## config.mk

```make
export PLATFORM = sky130hd
export DESIGN_NAME = program_counter
export DESIGN_NICKNAME = d
export VERILOG_FILES = /design/src/rtl/program_counter.sv
export SDC_FILE = /design/constraint.sdc
export NUM_CORES = 1
export LEC_CHECK = 0
export ABC_AREA = 1
export CAP_MARGIN = 20
export CORE_ASPECT_RATIO = 1.25
export CORE_UTILIZATION = 44
export DETAILED_ROUTE_END_ITERATION = 7
export GPL_ROUTABILITY_DRIVEN = 0
export PLACE_DENSITY_LB_ADDON = 0.25
export SYNTH_ARGS = -nofsm -noshare
export SYNTH_HDL_FRONTEND = slang
export SYNTH_SLANG_ARGS = --single-unit
```

## constraint.sdc

```tcl
create_clock -name clk -period 3.25 [get_ports clk]
set_input_delay 0.325 -clock clk [delete_from_list [all_inputs] [get_ports clk]]
set_output_delay 0.325 -clock clk [all_outputs]
set_load 0.02 [all_outputs]
```

## src/rtl/program_counter.sv

```systemverilog
`default_nettype none
// +--------------------------------------------------------------------------+
// | program_counter: PC sequencing, branch/jump resolution and trap redirect |
// | Revision 1.0                                                             |
// +--------------------------------------------------------------------------+
module program_counter #(
  parameter int                    ADDR_WIDTH   = 32,
  parameter int                    DATA_WIDTH   = 32,
  parameter logic [ADDR_WIDTH-1:0] RESET_VECTOR = '0,
  parameter logic [ADDR_WIDTH-1:0] TRAP_VECTOR  = ADDR_WIDTH'('h10),
  parameter bit                    COMPRESSED   = 1'b0,
  parameter int                    WAIT_CYCLES  = 1,
  parameter int                    COUNT_WIDTH  = 64
) (
  input  logic                   clk,
  input  logic                   rst_n,
  input  logic [DATA_WIDTH-1:0]  i_lhs,
  input  logic [DATA_WIDTH-1:0]  i_rhs,
  input  logic [2:0]             i_operation,
  input  logic [ADDR_WIDTH-1:0]  i_immediate_offset,
  input  logic [ADDR_WIDTH-1:0]  i_register_address,
  input  logic                   i_branch,
  input  logic                   i_immediate_jump,
  input  logic                   i_register_jump,
  input  logic                   i_instr_16,
  input  logic                   i_advance,
  output logic [ADDR_WIDTH-1:0]  o_program_count,
  output logic [ADDR_WIDTH-1:0]  o_next_instruction,
  output logic                   o_fetch_valid,
  output logic                   o_redirect,
  output logic                   o_fault,
  output logic [ADDR_WIDTH-1:0]  o_epc,
  output logic [1:0]             o_cause,
  output logic [COUNT_WIDTH-1:0] o_instret
);

  localparam logic [3:0] c_WAIT_INIT    = 4'(WAIT_CYCLES);
  localparam logic [1:0] c_CAUSE_ILLEGAL = 2'd1;
  localparam logic [1:0] c_CAUSE_MISALIGN = 2'd2;

  typedef enum logic [1:0] {
    S_WAIT = 2'd0,
    S_RUN  = 2'd1,
    S_TRAP = 2'd2
  } state_t;

  state_t                  r_state;
  state_t                  w_state_next;
  logic [3:0]              r_wait_cnt;
  logic [ADDR_WIDTH-1:0]   r_pc;
  logic [ADDR_WIDTH-1:0]   r_epc;
  logic [1:0]              r_cause;
  logic [COUNT_WIDTH-1:0]  r_instret;

  logic                    w_run;
  logic                    w_cond;
  logic                    w_illegal;
  logic                    w_transfer;
  logic                    w_misaligned;
  logic                    w_fault;
  logic [1:0]              w_cause;
  logic [ADDR_WIDTH-1:0]   w_step;
  logic [ADDR_WIDTH-1:0]   w_next;
  logic [ADDR_WIDTH-1:0]   w_reg_sum;
  logic [ADDR_WIDTH-1:0]   w_target;

  always_comb begin
    w_cond    = 1'b0;
    w_illegal = 1'b0;
    case (i_operation)
      3'd0:    w_cond = (i_lhs == i_rhs);
      3'd1:    w_cond = (i_lhs != i_rhs);
      3'd4:    w_cond = ($signed(i_lhs) <  $signed(i_rhs));
      3'd5:    w_cond = ($signed(i_lhs) >= $signed(i_rhs));
      3'd6:    w_cond = (i_lhs <  i_rhs);
      3'd7:    w_cond = (i_lhs >= i_rhs);
      default: w_illegal = i_branch;
    endcase
    if (i_register_jump && (i_operation != 3'd0)) begin
      w_illegal = 1'b1;
    end
  end

  assign w_run      = (r_state == S_RUN);
  assign w_step     = (COMPRESSED && i_instr_16) ? ADDR_WIDTH'(2) : ADDR_WIDTH'(4);
  assign w_next     = r_pc + w_step;
  assign w_reg_sum  = i_register_address + i_immediate_offset;
  assign w_target   = i_register_jump ? {w_reg_sum[ADDR_WIDTH-1:1], 1'b0}
                                      : (r_pc + i_immediate_offset);
  assign w_transfer = (i_branch && w_cond) || i_immediate_jump || i_register_jump;

  // Bit 0 is only reachable on PC-relative targets; bit 1 matters without 16-bit support
  assign w_misaligned = w_transfer && (w_target[0] || (!COMPRESSED && w_target[1]));
  assign w_fault      = w_run && (w_illegal || w_misaligned);
  assign w_cause      = w_illegal ? c_CAUSE_ILLEGAL : c_CAUSE_MISALIGN;

  always_ff @(posedge clk or negedge rst_n) begin
    if (!rst_n) begin
      r_state    <= S_WAIT;
      r_wait_cnt <= c_WAIT_INIT;
    end else begin
      r_state <= w_state_next;
      if ((r_state == S_WAIT) && (r_wait_cnt != 4'd0)) begin
        r_wait_cnt <= r_wait_cnt - 4'd1;
      end
    end
  end

  always_comb begin
    w_state_next = r_state;
    case (r_state)
      S_WAIT:  if (r_wait_cnt <= 4'd1) w_state_next = S_RUN;
      S_RUN:   if (i_advance && w_fault) w_state_next = S_TRAP;
      S_TRAP:  w_state_next = S_RUN;
      default: w_state_next = S_WAIT;
    endcase
  end

  always_ff @(posedge clk or negedge rst_n) begin
    if (!rst_n) begin
      r_pc      <= RESET_VECTOR;
      r_epc     <= '0;
      r_cause   <= 2'd0;
      r_instret <= '0;
    end else if (w_run && i_advance) begin
      if (w_fault) begin
        r_pc    <= TRAP_VECTOR;
        r_epc   <= r_pc;
        r_cause <= w_cause;
      end else begin
        r_pc      <= w_transfer ? w_target : w_next;
        r_instret <= r_instret + COUNT_WIDTH'(1);
      end
    end
  end

  assign o_program_count    = r_pc;
  assign o_next_instruction = w_next;
  assign o_fetch_valid      = w_run;
  assign o_redirect         = w_run && i_advance && (w_transfer || w_fault);
  assign o_fault            = w_fault;
  assign o_epc              = r_epc;
  assign o_cause            = r_cause;
  assign o_instret          = r_instret;

endmodule
`default_nettype wire

```

==> results of run 1 <==
-- area by class of cell --
class | count | area [µm²] | area share, %
Timing Repair Buffer | 362 | 3531 | 20.42
Clock inverter | 10 | 120.1 | 0.6945
Multi-Input combinational cell | 1556 | 8411 | 48.63
Tap cell | 390 | 488.0 | 2.822
Inverter | 233 | 874.6 | 5.057
Sequential cell | 136 | 3406 | 19.69
Clock buffer | 22 | 464.2 | 2.684
-- per-layer routing --
layer  part of all wire (%)  global-route usage [%]
met5                      0                       0
met4                    5.3                   16.34
met3                    7.6                   4.470
met2                     50                   54.93
met1                     38                   34.70
-- kinds of logic after synthesis --
logic type               synth area share [%]
buffers and inverters                   8.890
adder cells (fa/ha/maj)                 9.757
AO/OA/AOI/OAI                           13.43
AND/OR/NAND/NOR                         33.86
XOR/XNOR                                7.498
multiplexers                          0.07790
flip-flops                              26.49
-- state kept, by name (all words and copies together), names as in the netlist --
register,cells
o_instret,64
r_state,2
o_cause,2
o_program_count,32
o_epc,32
r_wait_cnt,4
-- power groups by stage --
stage,Sequential (µW),Clock (µW),Combinational [µW]
6_report,2470,1930,5610
5_1_grt,2520,2040,6090
4_1_cts,2450,1960,5540
3_5_place_dp,2480,0,5520
3_3_place_gp,2470,0,5450
2_1_floorplan,2790,0,2770
-- placed cells by master (no fill, tap or decap), types with 44 or more instances in the layout --
cell type        netlist  final
clkdlybuf4s50_1        0    287
nor3_1                46     45
inv_1                231    231
nand3_1              134    131
nand2_1              555    551
a21oi_1              105    105
nor2_1               204    201
ha_1                  97     96
xor2_1                66     65
nand4_1               44     44
dfrtp_1              135    134
o21ai_0              152    152
buf_4                  6     55
xnor2_1               44     44
-- through the flow --
stage	TNS (ns)	power [µW]	hold slack, ns
6_report	0	10010	0.02199
2_1_floorplan	0	5569	0.02941
5_1_grt	-0.07942	10640	0.08393
3_3_place_gp	-0.07613	7924	0.4500
4_1_cts	0	9953	0.05275
3_5_place_dp	-0.2915	8002	0.4614
-- worst paths after layout --
kind	from	end	slack (ns)	cells after the start
setup / recovery	o_program_count[4]$_DFFE_PN0P_	o_next_instruction[19]	0.08	8
min in group clk	r_wait_cnt[3]$_DFFE_PN0P_	r_wait_cnt[3]$_DFFE_PN0P_	0.47	1
hold reg to reg	r_wait_cnt[3]$_DFFE_PN0P_	r_wait_cnt[3]$_DFFE_PN0P_	0.47	1
hold / removal	rst_n	o_instret[26]$_DFFE_PN0P_	0.02	1
max in group asynchronous	rst_n	o_instret[5]$_DFFE_PN0P_	2.33	2
setup reg to reg	o_program_count[0]$_DFFE_PN0P_	o_program_count[24]$_DFFE_PN0P_	0.32	16
-- worst max-delay path, stage by stage (launching register included) --
cell	delay (ns)
dfrtp_1	0.49
nand3_2	0.19
inv_1	0.11
nand3b_1	0.10
nand3b_1	0.26
nor4_4	0.34
xor2_1	0.33
inv_1	0.07
clkdlybuf4s50_1	0.54
-- timing repair --
action                     CTS  global route
setup endpoints to repair   14            15
gates resized for setup     26            19
gates cloned                 0             0
pin swaps                    2             8
setup buffers                1             2
==> impl_metrics.tcl, run 1 <==
set metrics [dict create \
    cts-htree-levels 4 \
    drtPass1Iterations 5 \
    tightest_slew_ns 0.9664 \
    max-slew-margin-rel_pct 35.58 \
    syn_nets 2209 \
    fin_crit_sh_pct 97.57 \
    synthArstFlopShare_pct 100.0 \
    ys_seq_elements 136 \
    seq_area_frac_synth_pct 26.49 \
    syn_to_final_growth_pct 34.59 \
    pin_count 303 \
    cts_max_path_buffers 2 \
    synth.top_cells.by_count "nand2_1, inv_1, nor2_1" \
    wl_per_cell_um 17.02 \
    switchingPower_uw 4564 \
    final_cell_area_mm2 0.01729 \
    netlist_area_mm2 0.01285 \
    grt_first_pass_wirelength_mm 71.05 \
    clock_sinks 136 \
    antenna_found_initial 0 \
    pre_cts_slack_ns -0.1078 \
    io_buffer_count 301 \
    cts_tree "built" \
    num_vias 14715 \
    worstPathRequired_ns 2.92 \
    synth_edf_count 0 \
    fin_cells 2709 \
    wl_mm 46.11 \
    grt_max_degree 103 \
    ant_nets 0 \
    ir_worst_vdd_mv 0.2893 \
    p_sw_share_pct 45.61 \
    synth_top_area_share_pct 26.29 \
    worstSkewPairLatency_ns 0.43 \
    ys.warnings.count 0 \
    hold_buffers 0 \
    grt_usage_pct 30.40 \
    internal_power_uw 5442 \
    worstSetupPathType "flop to output port" \
    ys_types 46 \
    hpwl_mm 36.95 \
    run_status "complete, no violations" \
    synthFlopType "dfrtp_1" \
    combPwrFrac_pct 56.1 \
    critPathMaxFanout 6 \
    die_area_mm2 0.02990 \
    worst_slack_ns 0.07892 \
    maxCapViolCount 0 \
    endpoint_kind "output port" \
    placed_area_mm2 0.01660 \
    critical_path_arrival_ns 2.85 \
    post-route-util_pct 60.52 \
    die_x_um 154.9 \
    finClkSkew_ns 0.01220 \
    synth.most_common_cell "nand2_1" \
    pwr-share-seq_pct 24.7 \
    rsz0062_at_grt "true" \
    clkPwrFrac_pct 19.3 \
    p_leak_uw 0.007920 \
    route.detailed.drc 0 \
    die_h_um 193.1 \
    grt_pass1_vias 14007 \
    ys_top_cells_by_area "dfrtp_1, nand2_1, ha_1" \
    drt-initial-drc-count 1064 \
    via_per_inst 5.432 \
    cts_made_buffers 17 \
    period_minus_slack_ns 3.171 \
    fillers 2693 \
    placed_cells 2674 \
    finalNetCount 2543 \
    max_freq_ghz 0.3154 \
    power_per_cell_area_mw_per_mm2 578.5 \
    finalHoldViolCount 0 \
    placementRows 69 \
    antenna_cells 0 \
    grt-ovfl-total 0 \
    synth_top_cell_by_area "dfrtp_1" \
    clockRootBuffer "clkbuf_16" \
    start_util_pct 44.97 \
    min_path_type "input pin to asynchronous set/reset pin" \
    report.final.slew_viol_count 0 \
    synthCells 1972 \
    clk_pin_slew_ns 0.07 \
    syn_avg_cell_area_um2 6.516 \
    setup_viol 0 \
    cp-start-kind "flop" \
    drive_gt1_share_pct 5.951 \
    core_area_mm2 0.02858 \
]
Note: power is estimated with default switching activity, not from simulation.
==> run 2: changes to the inputs <==
--- a/config.mk
+++ b/config.mk
@@ -10,6 +10,7 @@
 export CORE_ASPECT_RATIO = 1.25
 export CORE_UTILIZATION = 44
 export DETAILED_ROUTE_END_ITERATION = 7
+export DONT_BUFFER_PORTS = 1
 export GPL_ROUTABILITY_DRIVEN = 0
 export PLACE_DENSITY_LB_ADDON = 0.25
 export SYNTH_ARGS = -nofsm -noshare
==> impl_metrics.tcl, run 2 (same netlist as run 1, synthesis figures left out) <==
set metrics [dict create \
    pwr-share-seq_pct 30.9 \
    maxCapViolCount 0 \
    worstSetupPathType "flop to output port" \
    violations "negative hold slack" \
    hpwl_mm 35.63 \
    grt_first_pass_wirelength_mm 67.30 \
    die_x_um 154.9 \
    fin_crit_sh_pct 96.95 \
    power_per_cell_area_mw_per_mm2 631.7 \
    period_minus_slack_ns 3.151 \
    p_leak_uw 0.006655 \
    tightest_slew_ns 0.7286 \
    syn_to_final_growth_pct 10.19 \
    io_buffer_count 0 \
    tns_ns 0 \
    hold_ws_ns -0.4145 \
    ant_nets 0 \
    p_sw_share_pct 49.17 \
    internal_power_uw 4547 \
    clockRootBuffer "clkbuf_16" \
    die_h_um 193.1 \
    num_vias 13295 \
    via_per_inst 5.549 \
    die_area_mm2 0.02990 \
    finalHoldViolCount 136 \
    wl_per_cell_um 18.51 \
    ir_worst_vdd_mv 0.3039 \
    cts_tree "built" \
    worstSkewPairLatency_ns 0.44 \
    wl_mm 44.35 \
    finClkSkew_ns 0.007886 \
    antenna_cells 0 \
    endpoint_kind "output port" \
    crit_start "o_program_count[2]$_DFFE_PN0P_" \
    switchingPower_uw 4398 \
    cts-htree-levels 4 \
    placementRows 69 \
    clkPwrFrac_pct 22.2 \
    max-slew-margin-rel_pct 51.43 \
    pin_count 303 \
    drive_gt1_share_pct 5.833 \
    grt_usage_pct 29.40 \
    start_util_pct 44.97 \
    min_path_type "input pin to asynchronous set/reset pin" \
    antenna_found_initial 0 \
    cts_max_path_buffers 2 \
    post-route-util_pct 49.55 \
    report.final.slew_viol_count 0 \
    setup_viol 0 \
    layout_common_cells "nand2_1, inv_1, nor2_1" \
    clk_pin_slew_ns 0.06 \
    clock_sinks 136 \
    largest_reg_flops 64 \
    grt_max_degree 137 \
    core_area_mm2 0.02858 \
    drtPass1Iterations 5 \
    finalNetCount 2230 \
    cp-start-kind "flop" \
    critical_path_arrival_ns 2.83 \
    run_status "complete, but fails checks" \
    critPathMaxFanout 4 \
    combPwrFrac_pct 46.9 \
    route.detailed.drc 0 \
    cts_made_buffers 17 \
    grt_pass1_vias 12832 \
    rsz0062_at_grt "true" \
    drt-initial-drc-count 940 \
    worstReg2RegStart "o_program_count[0]$_DFFE_PN0P_" \
    max_freq_ghz 0.3174 \
    grt-ovfl-total 0 \
    worstPathRequired_ns 2.92 \
    layout_commonest_cell "nand2_1" \
]
-- run 2: cell count changes in the layout (fill, tap and decap cells not counted), sizes merged --
cell and change:
clkdlybuf4s50 -287, buf -13, clkbuf -4, clkinv -4
clkinvlp +4, dlygate4sd2 -4, dlymetal6s2s -3, clkdlybuf4s15 -2
-- run 2: through the flow --
stage,hold slack [ns],instance area (µm²),setup WS (ns),power [µW],std cells
after detailed placement,0.03346,13480,0.2945,6872,2362
after global routing,-0.4438,14160,-0.04572,9523,2396
final,-0.4145,14160,0.09898,8945,2396
after global placement,0.03352,13480,0.3692,6808,2362
after floorplan,0.02941,12850,0.6662,5569,1972
after CTS,-0.4361,14130,0.02776,8905,2396
-- run 2: critical path: stages, from the launching register on --
cell and delay, ns:
dfrtp_1 0.39, ha_2 0.22, nand3_2 0.13, nor4_4 0.27
nand2_1 0.12, nor2_2 0.16, nand2_1 0.13, nor4_1 0.34
nand2_1 0.19, nor2_1 0.12, nand3_1 0.07, nand2_1 0.13
inv_1 0.12
-- run 2: final cells by class --
class / count / area (µm²)
Tap cell: 390 / 488.0
Clock buffer: 22 / 484.2
Clock inverter: 10 / 118.9
Sequential cell: 136 / 3406
Multi-Input combinational cell: 1556 / 8371
Fill cell: 2969 / 14420
Inverter: 233 / 874.6
Timing Repair Buffer: 49 / 417.9
-- run 2: worst paths after layout --
check | end | slack [ns] | cells past startpoint
min in group clk | o_program_count[5]$_DFFE_PN0P_ | 0.19 | 3
min | o_instret[26]$_DFFE_PN0P_ | -0.41 | 0
max | o_next_instruction[22] | 0.1 | 12
min reg2reg | r_wait_cnt[3]$_DFFE_PN0P_ | 0.47 | 1
max in group asynchronous | r_wait_cnt[0]$_DFFE_PN1P_ | 3.46 | 0
max reg2reg | o_program_count[28]$_DFFE_PN0P_ | 0.29 | 16
-- run 2: power groups by stage --
stage / Clock [µW] / Sequential (µW) / Combinational (µW)
after floorplan: 0 / 2790 / 2770
after global placement: 0 / 2780 / 4020
after detailed placement: 0 / 2790 / 4080
after CTS: 2010 / 2760 / 4130
after global routing: 2080 / 2800 / 4640
final: 1980 / 2760 / 4200
-- run 2: what timing repair did --
item,in CTS,in global routing
endpoints found under the hold margin,136,136
setup endpoints to repair,5,6
pin swaps,1,0
resized for setup,6,6
setup buffers,2,0
-- run 2: layer usage --
metal	up-vias	global-route usage, %	wire length, µm
met4	0	16.07	2256
met2	574	53.25	22180
met5	-	0	0
met1	6061	31.53	16330
li1	6531	-	-
met3	129	7.219	3577
==> run 3: changes to the inputs <==
--- a/config.mk
+++ b/config.mk
@@ -9,6 +9,7 @@
 export CAP_MARGIN = 20
 export CORE_ASPECT_RATIO = 1.25
 export CORE_UTILIZATION = 44
+export CTS_BUF_LIST = sky130_fd_sc_hd__clkbuf_16
 export DETAILED_ROUTE_END_ITERATION = 7
 export DONT_BUFFER_PORTS = 1
 export GPL_ROUTABILITY_DRIVEN = 0
==> impl_metrics.tcl, run 3 (same netlist as run 1, synthesis figures left out) <==
set metrics [dict create \
    run_status "complete, but fails checks" \
    violations "negative hold slack" \
    die_x_um 154.9 \
    fillers 2979 \
    finalHoldViolCount 136 \
    critPathMaxFanout 4 \
    clk_pin_slew_ns 0.06 \
    multiInputGateArea_mm2 0.008371 \
    worstSkewPairLatency_ns 0.44 \
    cts_tree "built" \
    syn_to_final_growth_pct 9.883 \
    die_h_um 193.1 \
    layout_common_cells "nand2_1, inv_1, nor2_1" \
    drt-initial-drc-count 924 \
    start_util_pct 44.97 \
    max_freq_ghz 0.3183 \
    route.detailed.drc 0 \
    finClkSkew_ns 0.009111 \
    cp-start-kind "flop" \
    seq_area_mm2 0.003406 \
    post-route-util_pct 49.41 \
    tightest_slew_ns 0.7251 \
    period_minus_slack_ns 3.142 \
    pwr-share-seq_pct 31.2 \
    min_path_type "input pin to asynchronous set/reset pin" \
    worstSetupPathType "flop to output port" \
    power_per_cell_area_mw_per_mm2 626.7 \
    worstReg2RegStart "o_program_count[0]$_DFFE_PN0P_" \
    antenna_cells 0 \
    core_area_mm2 0.02858 \
    grt_pass1_vias 12831 \
    placed_cells 2362 \
    layout_commonest_cell "nand2_1" \
    via_per_inst 5.558 \
    setup_viol 0 \
    ir_worst_vdd_mv 0.3058 \
    r2r_setup_slack_ns 0.30 \
    maxCapViolCount 0 \
    rsz0062_at_grt "true" \
    worstPathRequired_ns 2.92 \
    placementRows 69 \
    grt_first_pass_wirelength_mm 67.21 \
    clockRootBuffer "clkbuf_16" \
    grt_usage_pct 29.37 \
    fin_crit_sh_pct 96.68 \
    cts_max_path_buffers 2 \
    fin_cells 2396 \
    endpoint_kind "output port" \
    cts_made_buffers 17 \
    clkPwrFrac_pct 21.3 \
    largest_reg_flops 64 \
    finalNetCount 2230 \
    ant_nets 0 \
    drtPass1Iterations 6 \
    clock_sinks 136 \
    switchingPower_uw 4400 \
    pin_count 303 \
    wl_per_cell_um 18.51 \
    p_leak_uw 0.006637 \
    max-slew-margin-rel_pct 51.50 \
    grt_max_degree 137 \
    internal_power_uw 4449 \
    combPwrFrac_pct 47.5 \
    hpwl_mm 35.63 \
    critical_path_arrival_ns 2.82 \
    report.final.slew_viol_count 0 \
    p_sw_share_pct 49.73 \
    io_buffer_count 0 \
    die_area_mm2 0.02990 \
    grt-ovfl-total 0 \
    cts-htree-levels 4 \
    antenna_found_initial 0 \
    wl_mm 44.36 \
    crit_start "o_program_count[2]$_DFFE_PN0P_" \
    drive_gt1_share_pct 5.633 \
    num_vias 13316 \
    hold_ws_ns -0.4191 \
]
==> run 3: cell type report <==
cell class | count | area share, %
multi-input combinational | 1556 | 59.28
sequential | 136 | 24.12
inverter | 233 | 6.194
tap | 390 | 3.456
clock buffer | 17 | 3.013
timing repair buffer | 49 | 2.960
clock inverter | 15 | 0.9747
==> run 3: critical path, cell delays in order, from the launching register on <==
cell,delay (ns)
dfrtp_1,0.39
ha_2,0.22
nand3_2,0.13
nor4_4,0.27
nand2_1,0.11
nor2_2,0.16
nand2_1,0.13
nor4_1,0.34
nand2_1,0.19
nor2_1,0.12
nand3_1,0.07
nand2_1,0.13
inv_1,0.12
==> run 3: final timing paths <==
kind,to,depth (start not counted)
worst max register to register,o_program_count[28]$_DFFE_PN0P_,16
min in group clk,o_program_count[5]$_DFFE_PN0P_,3
worst min register to register,r_wait_cnt[3]$_DFFE_PN0P_,1
worst min-delay path,o_instret[26]$_DFFE_PN0P_,0
max in group asynchronous,r_wait_cnt[0]$_DFFE_PN1P_,0
worst max-delay path,o_next_instruction[22],12
==> run 3: what timing repair did <==
item                       CTS  global route
gates resized for setup      6             6
hold endpoints to repair   136           136
buffers inserted             2             0
pin swaps                    1             0
setup endpoints to repair    5             6
==> run 3: metrics by stage <==
step | area (µm²) | worst slack [ns] | total power [µW] | setup TNS (ns) | hold slack, ns
finish | 14120 | 0.1080 | 8849 | 0 | -0.4191
floorplan | 12850 | 0.6662 | 5569 | 0 | 0.02941
detailed placement | 13480 | 0.2945 | 6872 | 0 | 0.03346
CTS | 14090 | 0.02786 | 8801 | 0 | -0.4364
global placement | 13480 | 0.3692 | 6808 | 0 | 0.03352
global route | 14120 | -0.04575 | 9422 | -0.08539 | -0.4440
==> run 3: power groups by stage <==
stage          logic (µW)  clock network (µW)  registers, µW
5_1_grt              4640                1980           2800
2_1_floorplan        2770                   0           2790
3_5_place_dp         4080                   0           2790
3_3_place_gp         4020                   0           2780
6_report             4200                1890           2760
4_1_cts              4130                1910           2760
==> run 3: routing by layer <==
metal,up-vias,share of wire [%],track usage [%]
met1,6079,37,31.46
met3,136,8.2,7.287
met5,-,0,0
met4,0,5.3,16.79
li1,6530,-,-
met2,571,50,52.84
